File: src/rtl/stopwatch_ctl_pkg.sv
// Shared definitions for the stopwatch control FSM: state encoding and
// the {init_regs, count_enabled} output pairs.
package stopwatch_ctl_pkg;

  // 2-bit state; code 2'd3 is unused and recovers to IDLE.
  typedef enum logic [1:0] {
    ST_PAUSED   = 2'd0,
    ST_COUNTING = 2'd1,
    ST_IDLE     = 2'd2
  } state_t;

  // Output pairs, ordered {init_regs, count_enabled}.
  localparam logic [1:0] OUT_INIT  = 2'b10;
  localparam logic [1:0] OUT_COUNT = 2'b01;
  localparam logic [1:0] OUT_HOLD  = 2'b00;

endpackage

File: src/rtl/stopwatch_ctl.sv
// Stopwatch control FSM (Mealy). Decodes start/pause (trig) and split/clear
// (split) pulses into counter clear and count-enable controls.
module stopwatch_ctl
  import stopwatch_ctl_pkg::*;
(
  input  logic clk,
  input  logic reset,
  input  logic trig,
  input  logic split,
  output logic init_regs,
  output logic count_enabled
);

  state_t     r_state;
  state_t     w_next;
  logic [1:0] w_out;

  // State register with synchronous active-low reset.
  always_ff @(posedge clk) begin
    if (!reset) r_state <= ST_IDLE;
    else        r_state <= w_next;
  end

  // Next state and Mealy outputs; reset overrides everything, trig beats split.
  always_comb begin
    w_next = ST_IDLE;
    w_out  = OUT_INIT;
    if (reset) begin
      case (r_state)
        ST_IDLE: begin
          if (trig) begin
            w_next = ST_COUNTING;
            w_out  = OUT_COUNT;
          end else begin
            w_next = ST_IDLE;
            w_out  = OUT_INIT;
          end
        end
        ST_COUNTING: begin
          if (trig) begin
            w_next = ST_PAUSED;
            w_out  = OUT_HOLD;
          end else begin
            w_next = ST_COUNTING;
            w_out  = OUT_COUNT;
          end
        end
        ST_PAUSED: begin
          if (trig) begin
            w_next = ST_COUNTING;
            w_out  = OUT_COUNT;
          end else if (split) begin
            // Clear is deferred to the IDLE cycle that follows.
            w_next = ST_IDLE;
            w_out  = OUT_HOLD;
          end else begin
            w_next = ST_PAUSED;
            w_out  = OUT_HOLD;
          end
        end
        default: begin
          w_next = ST_IDLE;
          w_out  = OUT_INIT;
        end
      endcase
    end
  end

  assign init_regs     = w_out[1];
  assign count_enabled = w_out[0];

endmodule

File: config.mk
export PLATFORM = sky130hd
export DESIGN_NAME = stopwatch_ctl
export DESIGN_NICKNAME = d
export VERILOG_FILES = /design/src/rtl/stopwatch_ctl_pkg.sv /design/src/rtl/stopwatch_ctl.sv
export SDC_FILE = /design/constraint.sdc
export NUM_CORES = 1
export LEC_CHECK = 0
export CAP_MARGIN = 15
export CELL_PAD_IN_SITES_DETAIL_PLACEMENT = 1
export CELL_PAD_IN_SITES_GLOBAL_PLACEMENT = 1
export CORE_AREA = 2 2 39 41
export CTS_CLUSTER_DIAMETER = 30
export DETAILED_ROUTE_END_ITERATION = 6
export DIE_AREA = 0 0 41 43
export HOLD_SLACK_MARGIN = 0.05
export PLACE_DENSITY_LB_ADDON = 0.25
export SLEW_MARGIN = 10
export SYNTH_ARGS = -nofsm -noshare
export SYNTH_HDL_FRONTEND = slang
export SYNTH_SLANG_ARGS = --single-unit
File: constraint.sdc
create_clock -name clk -period 1.34 [get_ports clk]
set_input_delay 0.268 -clock clk [delete_from_list [all_inputs] [get_ports clk]]
set_output_delay 0.268 -clock clk [all_outputs]
set_load 0.01 [all_outputs]
==> impl_results.md <==
- Outcome: complete, no violations
- Overall Global Routing Usage: 5.005%
- Setup TNS: 0 ps
- Gp weighted congestion: 0.6166
- Remaining DRCs: 0
- # setup viols final: 0
- Final Non-Filler Cells: 37
- Mean area per synthesized cell: 9.668 um^2
- Mapped Nets: 15
- Final period util: 95.75%
- Row count: 14
- Setup crit end kind: primary output
- Largest area contributor in the netlist: dfxtp_1
- Post-synth top cells: dfxtp_1, o21a_1
- Final Hold Vio Count: 0
- Max-cap violations: 0
- Vias in the first global route: 135
- Die Height: 43 um
- Slew of the pin with the lowest slew margin: 154.9 ps
- Post-synth top area share: 37.65%
- First-pass GRT wire length: 510 um
- Die ar.: 1763 um^2
- Max reg flops: 2
- Final worst setup slack: 56.93 ps
- Area grow syn2layout: 103.5%
- Biggest register: r_state
- Max stage delay cell, worst path: dfxtp_2
- Leak pwr: 0.1026 nW
- CTS tree: built
- Post-synth cell types: 9
- Seq/Total Area, Yosys: 37.65%
- Vias: 110
- Cells after Synth: 11
- Post-synth EDFFs: 0
- Clock Pin Slew Worst Setup and Hold Paths: 30 ps
- Total wire length: 307 um
- CTS max path bufs: 2
- Critical path launch point type: register
- Power Total: 0.2438 mW
- Clock sink count: 2
- Critical path class: reg2out
- Max stage delay on crit path: 350 ps
- Netlist Area Pre-Place: 106.4 um^2
- Largest cells by area after synthesis: dfxtp_1, o21a_1, nor3b_2
- Seq cells post-synth: 2
- Final Util: 15.64%
- Arrival time at the worst endpoint: 1020 ps
- # IOs: 6
- Final Max Tran Viols: 0
- Routed Antenna Nets: 0
- Clk_lat worst skew: 220 ps
- Async SR Flop Fraction: 0%
- Total core area: 1384 um^2
- Worst path top cell family by delay: flip-flops
- DP Worst Slack: -555.5 ps
- Largest net degree at the start of global routing: 4
- Initial Utilization: 7.685%
- Post-CTS Setup Bufs: 0
- PD cells: 1126 nW/um^2
- R2R setup slack: 530 ps
- Most common flop cell mapped by yosys: dfxtp_1
- Initial DRC Count: 3
- FMAX: 0.7794 GHz
- CTS Root Cell: clkbuf_4
- Wire per inst: 8.297 um
- Synth warn: 0
- Final Skew: 1.201 ps
- Antenna cells: 0
- Global route overflow: 0
- Shortest period the worst path allows: 1283 ps
- Max FO, Critical Path: 3
- VDD IR-drop max: 0.3226 mV
- Post-Place Cells: 34
- Layout Nets: 27
- Largest regs: r_state: 2 flops
- Crit path buf inv count: 1
- Rel. slew slack: 89.66%
- Initial DRT Pass Iterations: 2
- WP data required: 1070 ps
- Crit-path cells: nor3b_4, o21a_1, buf_2
- RSZ-0062 raised after global routing: yes
- TritonCTS Buffers: 3
- IO buf count: 5
- Initial antenna violation count: 0
- Hold Path Class: in2reg
- H-tree depth: 1
- Die X: 41 um
- Post-CTS Hold Buffers: 0
- Vias per cell: 2.973
- Share of layout cells above drive strength 1: 52.38%
==> per-stage QoR <==
step	hold slack, ps	area (um^2)
floorplan	380.4	106.4
global placement	588.9	191.4
detailed placement	575.2	191.4
CTS	532.7	219.0
global route	553.5	216.5
finish	529.8	216.5
==> cells by family (layout without fill, tap and decap cells) <==
logic type / Yosys count / in the layout / synth area share (%)
compound gates: 4 / 4 / 25.88
buf+inv: 1 / 11 / 3.526
flops: 2 / 2 / 37.65
simple gates: 4 / 4 / 32.95
==> metal layers <==
layer  routed length [um]  global-route usage, %  share of wire (%)
met5                    0                      0                  0
met4                    0                  8.000                  0
met3                   33                  3.141                 11
met2                  112                  5.000                 36
met1                  161                  5.096                 52
==> layout make-up <==
class / instances / area [um^2]
clock buffers: 3 / 22.52
fillers: 160 / 1167
inverters: 1 / 3.754
multi-input cells: 8 / 73.82
flip-flops and latches: 2 / 42.54
well taps: 16 / 20.02
repair buffers: 7 / 53.80
==> what timing repair did <==
item,4_1_cts,5_1_grt
pin swaps,1,1
resized for setup,11,3
setup endpoints to repair,2,2
==> placed cells by master (no fill, tap or decap) <==
master	Yosys	routed
dfxtp_2	0	2
inv_1	1	1
clkbuf_2	0	1
nor2b_4	0	1
a22oi_1	1	1
o21ai_1	1	1
clkbuf_4	0	3
buf_4	0	2
clkdlybuf4s50_1	0	1
o21a_1	2	2
clkdlybuf4s15_1	0	1
nor3b_4	0	1
dlygate4sd2_1	0	1
and2b_1	1	1
buf_2	0	1
nand2b_1	1	1
==> worst min-delay path: cells and delay by family <==
kind                   cells  cell delay (ps)
AO/OA/AOI/OAI              1               70
buffers and inverters      2              370
==> power breakdown <==
part,total (mW),switching (mW),internal [mW]
combinational,0.0400,0.0150,0.0250
clock,0.132,0.0333,0.0988
sequential,0.0717,0.00580,0.0659
total,0.244,0.0542,0.190
==> worst paths after layout <==
path / start / cells after the start / endpoint
setup / recovery: r_state[0]$_SDFF_PN0_ / 3 / count_enabled
hold / removal: reset / 3 / r_state[1]$_SDFF_PN1_
setup reg to reg: r_state[0]$_SDFF_PN0_ / 3 / r_state[0]$_SDFF_PN0_
hold reg to reg: r_state[0]$_SDFF_PN0_ / 2 / r_state[1]$_SDFF_PN1_
Note: power is estimated with default switching activity, not from simulation.
